$ cat config.mk
export PLATFORM = sky130hd
export DESIGN_NAME = inv_mix_columns
export DESIGN_NICKNAME = d
export VERILOG_FILES = /design/src/rtl/aes_pkg.sv /design/src/rtl/inv_mix_column.sv /design/src/rtl/inv_mix_columns.sv
export SDC_FILE = /design/constraint.sdc
export NUM_CORES = 1
export LEC_CHECK = 0
export ABC_AREA = 1
export BUFFER_PORTS_ARGS = -buffer_cell sky130_fd_sc_hd__buf_2
export CAP_MARGIN = 30
export CORE_UTILIZATION = 45
export DETAILED_ROUTE_END_ITERATION = 8
export PLACE_DENSITY = 0.67
export SLEW_MARGIN = 0
export SYNTH_ARGS = -nofsm -noshare
export SYNTH_HDL_FRONTEND = slang
export SYNTH_HIERARCHICAL = 1
export SYNTH_SLANG_ARGS = --single-unit
$ cat constraint.sdc
create_clock -name clk -period 6.7 [get_ports clk]
set_clock_uncertainty 0.15 [all_clocks]
set_input_delay 1.34 -clock clk [delete_from_list [all_inputs] [get_ports clk]]
set_output_delay 1.34 -clock clk [all_outputs]
set_load 0.005 [all_outputs]
$ cat src/rtl/aes_pkg.sv
// aes_pkg: shared AES types, FSM encoding and GF(2^8) constant multipliers
package aes_pkg;

    localparam int AES_NCOLS = 4;

    typedef logic [127:0] aes_state_t;
    typedef logic [31:0]  aes_col_t;

    typedef enum logic [1:0] {
        IDLE = 2'd0,
        BUSY = 2'd1,
        DONE = 2'd2
    } fsm_t;

    function automatic logic [7:0] xt(input logic [7:0] b);
        return {b[6:0], 1'b0} ^ (b[7] ? 8'h1b : 8'h00);
    endfunction

    function automatic logic [7:0] gf_x2(input logic [7:0] b);
        return xt(b);
    endfunction

    function automatic logic [7:0] gf_x3(input logic [7:0] b);
        return xt(b) ^ b;
    endfunction

    function automatic logic [7:0] gf_x9(input logic [7:0] b);
        return xt(xt(xt(b))) ^ b;
    endfunction

    function automatic logic [7:0] gf_x11(input logic [7:0] b);
        return xt(xt(xt(b)) ^ b) ^ b;
    endfunction

    function automatic logic [7:0] gf_x13(input logic [7:0] b);
        return xt(xt(xt(b) ^ b)) ^ b;
    endfunction

    function automatic logic [7:0] gf_x14(input logic [7:0] b);
        return xt(xt(xt(b) ^ b) ^ b);
    endfunction

    // Forward MixColumns on one column, row 0 in the top byte.
    function automatic aes_col_t mix_col_fwd(input aes_col_t c);
        logic [7:0] a0, a1, a2, a3;
        {a0, a1, a2, a3} = c;
        return {gf_x2(a0) ^ gf_x3(a1) ^ a2 ^ a3,
                a0 ^ gf_x2(a1) ^ gf_x3(a2) ^ a3,
                a0 ^ a1 ^ gf_x2(a2) ^ gf_x3(a3),
                gf_x3(a0) ^ a1 ^ a2 ^ gf_x2(a3)};
    endfunction

endpackage

$ cat src/rtl/inv_mix_column.sv
// inv_mix_column: combinational InvMixColumns on a single 32-bit column (row 0 in the top byte)
module inv_mix_column
    import aes_pkg::*;
(
    input  logic [31:0] col_in,
    output logic [31:0] col_out
);

    logic [7:0] a0, a1, a2, a3;

    assign {a0, a1, a2, a3} = col_in;

    assign col_out = {gf_x14(a0) ^ gf_x11(a1) ^ gf_x13(a2) ^ gf_x9(a3),
                      gf_x9(a0)  ^ gf_x14(a1) ^ gf_x11(a2) ^ gf_x13(a3),
                      gf_x13(a0) ^ gf_x9(a1)  ^ gf_x14(a2) ^ gf_x11(a3),
                      gf_x11(a0) ^ gf_x13(a1) ^ gf_x9(a2)  ^ gf_x14(a3)};

endmodule

$ cat src/rtl/inv_mix_columns.sv
// inv_mix_columns: column-serial AES InvMixColumns, one column per cycle, valid/ready on both sides.
// Define INV_MIX_COLUMNS_FWD_EN to add the encrypt port selecting forward MixColumns per block.
module inv_mix_columns
    import aes_pkg::*;
(
    input  logic         clk,
    input  logic         rst,
    input  logic         in_valid,
    output logic         in_ready,
    input  logic [127:0] in_state,
    output logic         out_valid,
    input  logic         out_ready,
`ifdef INV_MIX_COLUMNS_FWD_EN
    input  logic         encrypt,
`endif
    output logic [127:0] out_state
);

    fsm_t       fsm;
    logic [1:0] col;
    aes_state_t st;
    logic [6:0] msb;
    aes_col_t   cur_col, inv_col, new_col;
    logic       load;

    assign in_ready  = (fsm == IDLE) | ((fsm == DONE) & out_ready);
    assign out_valid = (fsm == DONE);
    assign out_state = st;
    assign load      = in_valid & in_ready;
    assign msb       = 7'd127 - {col, 5'b0};
    assign cur_col   = st[msb -: 32];

    inv_mix_column u_col (
        .col_in  (cur_col),
        .col_out (inv_col)
    );

`ifdef INV_MIX_COLUMNS_FWD_EN
    logic enc;

    // Direction is captured with the block so it cannot change mid-transform.
    always_ff @(posedge clk) begin
        if (rst)
            enc <= 1'b0;
        else if (load)
            enc <= encrypt;
    end

    assign new_col = enc ? mix_col_fwd(cur_col) : inv_col;
`else
    assign new_col = inv_col;
`endif

    // Load on input transfer, rewrite one column per BUSY cycle, hold in DONE until consumed.
    always_ff @(posedge clk) begin
        if (rst) begin
            fsm <= IDLE;
            col <= 2'd0;
            st  <= '0;
        end else if (load) begin
            fsm <= BUSY;
            col <= 2'd0;
            st  <= in_state;
        end else if (fsm == BUSY) begin
            st[msb -: 32] <= new_col;
            col           <= col + 2'd1;
            if (col == 2'(AES_NCOLS - 1))
                fsm <= DONE;
        end else if (fsm == DONE && out_ready) begin
            fsm <= IDLE;
        end
    end

endmodule

# == Word level (Yosys, flattened, before mapping) ==
# Cells that the tools add are included.
# word_totals
regBits,132
in_bits,132
out_inout_bits,130
elab_cells,125
# op_classes
n_addsub,3
eq_ne,5
shift,3
muxes,35
n_bitwise,67
reduce_logical,8
# ops
operator,n
XOR 8 bit,64
2-to-1 mux 128 bit,2
variable shift 32 x 9 -> 159 bit (first input constant),1
indexed part select 159 x 8 -> 32 bit,1
indexed part select 32 x 9 -> 159 bit,1
2-to-1 mux 5 bit,28
bitwise mux 128 bit,1
negation 7 -> 9 bit,1
subtractor 7 bit (first input constant),1
2-to-1 mux 2 bit,3
equality test 2 bit (second input constant),2
AND reduction 2 bit,2
nonzero test 2 bit,2
!= test 3 x 2 -> 1 bit (second input constant),1
nonzero test 3 bit,1
adder 2 x 1 -> 2 bit (second input constant),1
bitwise AND 1 bit,2
equality test 2 x 1 -> 1 bit (second input constant),1
zero test 2 bit,1
!= test 2 x 1 -> 1 bit (second input constant),1
OR reduction 2 bit,1
logical AND 1 bit,1
2-to-1 mux 1 bit,1
OR 1 bit,1

# == Logic depth before layout (Yosys ltp) ==
# Gate-level depths: netlist of run 1.
# logic_depth
ltp_word,17
mapped_depth,26
depth_no_buf,23

# == Cells and area by module ==
# The synthesis of run 1 kept the hierarchy.
# by_module_without_submodules
mod,n_inst,cells_per_inst,area_per_inst_um2,seq_area_each_um2
inv_mix_columns,1,1543,8853.5,2642.5
inv_mix_column,1,721,4022.6,0.0

# == Least setup slack after synthesis of run 1 ==
# Ideal clock, no wire load.
# synth_timing
kind,input to output
from,input out_ready
to,output in_ready
t_arrival_ns,2.050
required_ns,5.210
path_slack_ns,3.160
stages,6
path_buffers,2
path_cell_list,inv_1 -> nand2_1 -> buf_2 -> clkbuf_1 -> nand2_1 -> inv_1
# synth_via
elab_chain_len,2
# synth_rtl
element,line,text
start: declaration,inv_mix_columns.sv:12,"input logic out_ready,"
bitwise AND 1 bit,inv_mix_columns.sv:26,assign in_ready = (fsm == IDLE) | ((fsm == DONE) & out_ready);
OR 1 bit,inv_mix_columns.sv:26,
end: declaration,inv_mix_columns.sv:9,"output logic in_ready,"
# Every way passes these cells.

# == Worst setup path in the final report of run 1 ==
# layout_timing
from,register col[0]
to,"register st[52], in the netlist out_state[52]"
# layout_via
word_cells_on_any_way,100
classes_between,2 x add/sub; 3 x shift; 31 x mux; 64 x bitwise
# layout_lines
element,line,text
start: declaration,inv_mix_columns.sv:20,logic [1:0] col;
start signal: assignment,inv_mix_columns.sv:66,col <= col + 2'd1;
subtractor 7 bit,inv_mix_columns.sv:30,"assign msb = 7'd127 - {col, 5'b0};"
indexed part select 159 x 8 -> 32 bit,inv_mix_columns.sv:31,assign cur_col = st[msb -: 32];
via cur_col[4],inv_mix_columns.sv:23,"aes_col_t cur_col, inv_col, new_col;"
XOR 8 bit,aes_pkg.sv:36,return xt(xt(xt(b) ^ b)) ^ b;
XOR 8 bit,inv_mix_column.sv:14,"gf_x9(a0) ^ gf_x14(a1) ^ gf_x11(a2) ^ gf_x13(a3),"
via inv_col[20],inv_mix_columns.sv:23,
indexed part select 32 x 9 -> 159 bit,inv_mix_columns.sv:65,st[msb -: 32] <= new_col;
bitwise mux 128 bit,inv_mix_columns.sv:65,
2-to-1 mux 128 bit,inv_mix_columns.sv:64,end else if (fsm == BUSY) begin
2-to-1 mux 128 bit,inv_mix_columns.sv:60,end else if (load) begin
end signal: assignment,inv_mix_columns.sv:63,st <= in_state;
end signal: indexed assignment,inv_mix_columns.sv:65,
end: declaration,inv_mix_columns.sv:21,aes_state_t st;
# The timed path passes the listed nets, and every way through them passes these cells. The select of a mux whose other input is x is not followed.
# A chain may end at the register's enable or synchronous reset.

==> impl_metrics.tcl, run 1 <==
set metrics [dict create \
    status "complete, no violations" \
    tns_ns 0 \
    layout-drive-gt1-share_pct 16.7 \
    die-area_um2 29300 \
    irDropWorstVdd_mv 0.318 \
    r2r_cells 20 \
    p_total_mw 9.68 \
    hold_path_class "register to register" \
    nFillCells 3046 \
    cts_tree "built" \
    drtIter0Drc 2041 \
    crit_type "register to register" \
    final_cell_mix "nand2_1 (728), nor2_1 (443), buf_2 (260), inv_1 (165), nand4_1 (132)" \
    finalNonFillerCells 2814 \
    crit_path_end "out_state[52]$_SDFFE_PP0P_" \
    grt_setup_unrepaired "false" \
    ant_nets 0 \
    synth_top_family_by_area "simple AND/OR/NAND/NOR gates" \
    synth-simple-area-share_pct 50.3 \
    place_hpwl_um 44600 \
    setup_viol 0 \
    ctsHtreeMaxLevel 4 \
    synthMuxAreaShare_pct 0 \
    synthAdderAreaFrac_pct 0.389 \
    cts_max_path_buffers 2 \
    grt_first_pass_wirelength_um 85700 \
    final_util_pct 53.0 \
    avgSynthCellArea_um2 5.69 \
    hold_viol 0 \
    clkSinkCount 132 \
    finalMaxSlewViolations 0 \
    r2r_end "out_state[52]$_SDFFE_PP0P_" \
    coreArea_um2 27900 \
    max_freq_mhz 216 \
    drc 0 \
    critPathCaptureType "register" \
    ys_ff_latch 132 \
    port_buffers 261 \
    synth_xor_xnor_area_share_pct 12.2 \
    synthArstFlopShare_pct 0 \
    synth_ff_type "dfxtp_1" \
    gr-total-overflow 0 \
    grtUsageTotal_pct 39.8 \
    cp_max_fo 52 \
    drt_pass1_iterations 6 \
    fin_hold_ws_ns 0.412 \
    num_antenna_cells 0 \
    die_x_um 171 \
    synth_compound_gate_area_share_pct 4.99 \
    period_minus_slack_ns 4.63 \
    grt_max_degree 79 \
    fp-row-count 61 \
    cts.hold.buffers_added 0 \
    start_kind "register" \
    fp.dieH_um 171 \
    clk_latency_ns 0.43 \
    placed_cells 2782 \
    slew_headroom_pct 25.9 \
    place.gp.congestion 1.01 \
    max_cap_violations 0 \
    yosys_warnings 6 \
    worst_pin_slew_ns 1.11 \
    pwr_density_cell_nw_per_um2 654 \
    power_leakage_nw 7.98 \
    r2r_slack_ns 2.07 \
    clockRootBuffer "clkbuf_16" \
    vias 15729 \
    worstSetupStartpoint "col[0]$_SDFFE_PP0P_" \
    period_share_pct 69.2 \
    wire_per_inst_um 21.1 \
    final_common_cell "nand2_1" \
    grt_pass1_vias 13890 \
    area_growth_pct 15.0 \
    via_per_inst 5.59 \
    clkTransAtPathRegs_ns 0.07 \
    num_io_pins 262 \
    critPathArrivalTime_ns 4.86 \
    synth_cells 2264 \
    wl_um 59400 \
    cts_setup_buffers 0 \
    syn_nets 2400 \
    r2r_start "col[0]$_SDFFE_PP0P_" \
    initial_core_util_pct 46.1 \
    cp.required_ns 6.92 \
    ys_seq_area_share_pct 20.5 \
    synth_edf_count 0 \
    ys_types 37 \
    netlist_area_um2 12900 \
    antenna_found_initial 1 \
    numCtsBuffers 17 \
    nNetsFinal 2559 \
    ctsResizeCount 0 \
]
[registers in the layout, indices dropped and copies added, names as in the netlist]
signal and count:
fsm 2, out_state 128, col 2
[how the worst min path moves through the flow]
| stage | to | from | cells after the start | slack, ns |
|---|---|---|---|---|
| after floorplan | fsm[0]$_SDFFE_PP0P_ | fsm[0]$_SDFFE_PP0P_ | 2 | 0.34 |
| after global routing | fsm[0]$_SDFFE_PP0P_ | fsm[0]$_SDFFE_PP0P_ | 2 | 0.45 |
| after global placement | fsm[0]$_SDFFE_PP0P_ | fsm[0]$_SDFFE_PP0P_ | 2 | 0.39 |
| final | fsm[0]$_SDFFE_PP0P_ | fsm[0]$_SDFFE_PP0P_ | 2 | 0.41 |
| after CTS | fsm[0]$_SDFFE_PP0P_ | fsm[0]$_SDFFE_PP0P_ | 2 | 0.41 |
| after detailed placement | fsm[0]$_SDFFE_PP0P_ | fsm[0]$_SDFFE_PP0P_ | 2 | 0.40 |
[synthesized netlist by cell type (46+ instances only)]
library cell / n / share of area [%]
inv_1: 165 / 4.8
o21ai_0: 46 / 1.8
xor2_1: 95 / 6.5
nand3_1: 70 / 2.7
dfxtp_1: 132 / 21
nand3b_1: 81 / 4.7
nand4_1: 132 / 6.4
buf_2: 48 / 1.9
xnor2_1: 52 / 3.5
nand2_1: 729 / 21
clkbuf_1: 66 / 1.9
a21oi_1: 61 / 2.4
nor2_1: 444 / 13
[report_power, final]
group	switching (mW)	internal, mW	total, mW
registers	0.144	0.913	1.06
clock network	0.416	0.668	1.08
logic	5.29	2.25	7.54
total	5.85	3.83	9.68
[cells by family (layout without fill, tap and decap cells)]
family | count (synthesis) | in the layout
and+or+nand+nor | 1498 | 1498
buffers and inverters | 342 | 514
adders and majority gates | 4 | 4
DFF | 132 | 132
AOI/OAI and AO/OA | 124 | 124
xor gates and xnor gates | 164 | 164
[stage by stage]
stage               worst slack, ns  area (um2)
floorplan                      3.16       12900
global placement               2.25       14200
detailed placement             2.22       14200
CTS                            2.20       14800
global route                   1.67       14800
finish                         2.07       14800
[critical path, cell delays in order, from the launching register on]
cell     delay, ns
dfxtp_2       0.32
inv_2         0.66
buf_4         0.48
a21oi_1       0.14
a21oi_1       0.86
inv_2         0.13
nand3_1       0.18
nand2_1       0.16
nand2_1       0.10
nand3_1       0.27
nand3_1       0.22
nand2_1       0.07
nand2_1       0.05
nand2_1       0.05
inv_1         0.11
nand2_1       0.16
nor2_1        0.13
nand2_1       0.07
nand2_1       0.10
nor2_1        0.04
nor2_1        0.09
[layout make-up]
cell class / count / area [um2] / share of cell area, %
Tap cell: 378 / 473 / 3.19
Clock buffer: 18 / 429 / 2.90
Sequential cell: 132 / 2640 / 17.8
Inverter: 189 / 717 / 4.84
Timing Repair Buffer: 293 / 1550 / 10.5
Multi-Input combinational cell: 1790 / 8780 / 59.3
Clock inverter: 14 / 221 / 1.50
[routing by layer]
layer / share of wire [%] / track usage, % / vias up
met1: 43 / 55.7 / 7270
li1: - / - / 7378
met4: 3.8 / 15.3 / 2
met2: 43 / 60.8 / 954
met3: 10 / 6.01 / 125
met5: 0.022 / 0 / -
Power figures use the tool's default switching activity.
==> run 2: changes to the inputs <==
- ABC_AREA: 1 -> 0
- PLACE_DENSITY: 0.67 -> 0.7
- clock period: 6.7 -> 4.3 ns (I/O delays scaled with it)
==> run 2 against run 1 <==
The flow now finishes with violations (design-rule violations). First-iteration DRC count fell by 36%. Critical endpoint is now out_state[30]$_SDFFE_PP0P_. Wire length fell by 30%. Flip-flop and latch count did not move. Sequential share of layout area rose by 3.9 points.
==> impl_metrics.tcl, run 2 <==
set metrics [dict create \
    cts_max_path_buffers 2 \
    coreArea_um2 22000 \
    synth_cells 1013 \
    synth_edf_count 0 \
    max_cap_violations 0 \
    crit_cells 8 \
    cp.required_ns 4.48 \
    place_hpwl_um 30200 \
    r2r_slack_ns 0.13 \
    cts_tree "built" \
    highest_layer "met4" \
    num_antenna_cells 0 \
    critPathArrivalTime_ns 4.34 \
    ctsResizeCount 0 \
    critPathTopFamily "XOR/XNOR gates" \
    ys_types 49 \
    crit_type "register to register" \
    fin_hold_ws_ns 0.338 \
    synth.most_common_cell "dfxtp_1" \
    netlist_area_um2 10100 \
    die_x_um 152 \
    multi_input_comb_area_um2 6430 \
    wl_met2_um 18700 \
    tns_ns 0 \
    drt-met1-wl_um 16500 \
    die-area_um2 23100 \
    grt_pass1_vias 9593 \
    period_minus_slack_ns 4.17 \
    violations "design-rule violations" \
    nNetsFinal 1362 \
    wl_um 41300 \
    grt_setup_unrepaired "false" \
    clk_latency_ns 0.43 \
    via_per_inst 6.52 \
    cp_max_fo 16 \
    regArea_um2 2650 \
    ys_seq_area_share_pct 26.1 \
    grtUsageTotal_pct 35.5 \
    crit_path_top_delay_cell "mux4_2" \
    period_share_pct 96.9 \
    critPathMostFrequentCell "xor2_1" \
    wire_per_inst_um 27.2 \
    synthArstFlopShare_pct 0 \
    clkTransAtPathRegs_ns 0.07 \
    slew_headroom_pct 33.8 \
    setup_ws_ns 0.133 \
    ant_nets 0 \
    finalMaxSlewViolations 0 \
    critPathCaptureType "register" \
    drc 11 \
    drt_pass1_iterations 8 \
    setup_viol 0 \
    hold_viol 0 \
    clockRootBuffer "clkbuf_16" \
    ys_ff_latch 132 \
    numCtsBuffers 17 \
    cts.hold.buffers_added 0 \
    port_buffers 261 \
    vias 9910 \
    synth_ff_type "dfxtp_1" \
    critPathBufInv 1 \
    max_stage_delay_ns 0.68 \
    fp.dieH_um 152 \
    antenna_found_initial 0 \
    cts_setup_buffers 0 \
    synth.largest_area_cell "dfxtp_1" \
    final_common_cell "buf_2" \
    synth_top_cells_by_area "dfxtp_1 (26%), xnor2_1 (10%), o211ai_1 (8.1%)" \
    drtIter0Drc 1299 \
    status "finished, violations left" \
    layout-drive-gt1-share_pct 36.0 \
    start_kind "register" \
    wl_met3_um 4930 \
    final_cell_mix "buf_2 (260), dfxtp_1 (130), xnor2_1 (118), o211ai_1 (109), inv_1 (92)" \
    largest_register_ffs 128 \
    place_worst_setup_slack_ns 0.296 \
    yosys_warnings 6 \
    hold_path_class "register to register" \
    ys_top_cells_by_count "dfxtp_1 (132), xnor2_1 (118), o211ai_1 (109)" \
    gr-total-overflow 0 \
    place.gp.congestion 0.995 \
    fp-row-count 54 \
    ctsHtreeMaxLevel 4 \
    avgSynthCellArea_um2 9.99 \
    syn_nets 1149 \
    yosys.area.top_type_share_pct 26.1 \
    max_freq_mhz 240 \
    worst_pin_slew_ns 0.994 \
    initial_core_util_pct 46.1 \
    r2r_cells 8 \
    num_io_pins 262 \
    cp_cell_sequence "buf_4, mux4_2, xor2_1, xor2_1, xnor3_4, xor2_1, o211ai_1, a221oi_2" \
    clkSinkCount 132 \
    worstHoldPathCells 2 \
    grt_first_pass_wirelength_um 61400 \
    grt_max_degree 95 \
    nFillCells 1945 \
    area_growth_pct 20.0 \
]
==> run 2: cell types whose count changed after synthesis, sizes merged, moves of 47 or more <==
cell / before / now
nand3b: 81 / 5
nor2: 446 / 3
inv: 187 / 92
o21ai: 48 / 1
a21oi: 61 / 1
a221oi: 0 / 72
nand2: 763 / 1
xnor2: 62 / 119
nand4: 132 / 18
o211ai: 0 / 109
o31ai: 0 / 71
xor2: 102 / 39
==> run 2: cell type report <==
| cell class | count | share of cell area, % |
|---|---|---|
| Inverter | 93 | 2.87 |
| Clock inverter | 12 | 0.989 |
| Timing Repair Buffer | 319 | 14.8 |
| Clock buffer | 20 | 3.68 |
| Tap cell | 280 | 2.88 |
| Sequential cell | 132 | 21.8 |
| Multi-Input combinational cell | 663 | 52.9 |
==> run 2: through the flow <==
stage                     std cells  util (%)  instance area, um2
after floorplan                1013         -               10100
after global placement         1486      52.6               11500
after detailed placement       1487      52.7               11600
after CTS                      1519      55.3               12100
after global routing           1519      55.3               12100
final                          1519      55.3               12100
==> run 2: cells by family after synthesis <==
logic type,count (synthesis),share of synthesized area (%)
AOI/OAI and AO/OA,315,27.0
buffers and inverters,218,10.6
xor gates and xnor gates,190,21.3
DFF,132,26.1
and+or+nand+nor,121,7.33
muxes,33,7.22
adders and majority gates,4,0.494
==> run 2: worst paths after layout <==
| check | startpoint | end |
|---|---|---|
| max | col[1]$_SDFFE_PP0P_ | out_state[30]$_SDFFE_PP0P_ |
| min | out_state[16]$_SDFFE_PP0P_ | out_state[16]$_SDFFE_PP0P_ |
| max reg2reg | col[1]$_SDFFE_PP0P_ | out_state[30]$_SDFFE_PP0P_ |
| min reg2reg | out_state[16]$_SDFFE_PP0P_ | out_state[16]$_SDFFE_PP0P_ |
==> run 2: routing by layer <==
metal | vias up | global-route usage, %
li1 | 4262 | -
met1 | 4843 | 46.5
met2 | 708 | 54.6
met3 | 97 | 11.2
met4 | 0 | 13.0
met5 | - | 0
==> run 2: tightest hold or removal path, stage by stage, from the launching register on <==
cell and delay (ns):
dfxtp_1 0.33, inv_1 0.06, a221oi_2 0.05
Power of run 2 is left out: the tool's default activity adds up to more than one toggle a clock period on the data nets, which glitch-free logic cannot reach.
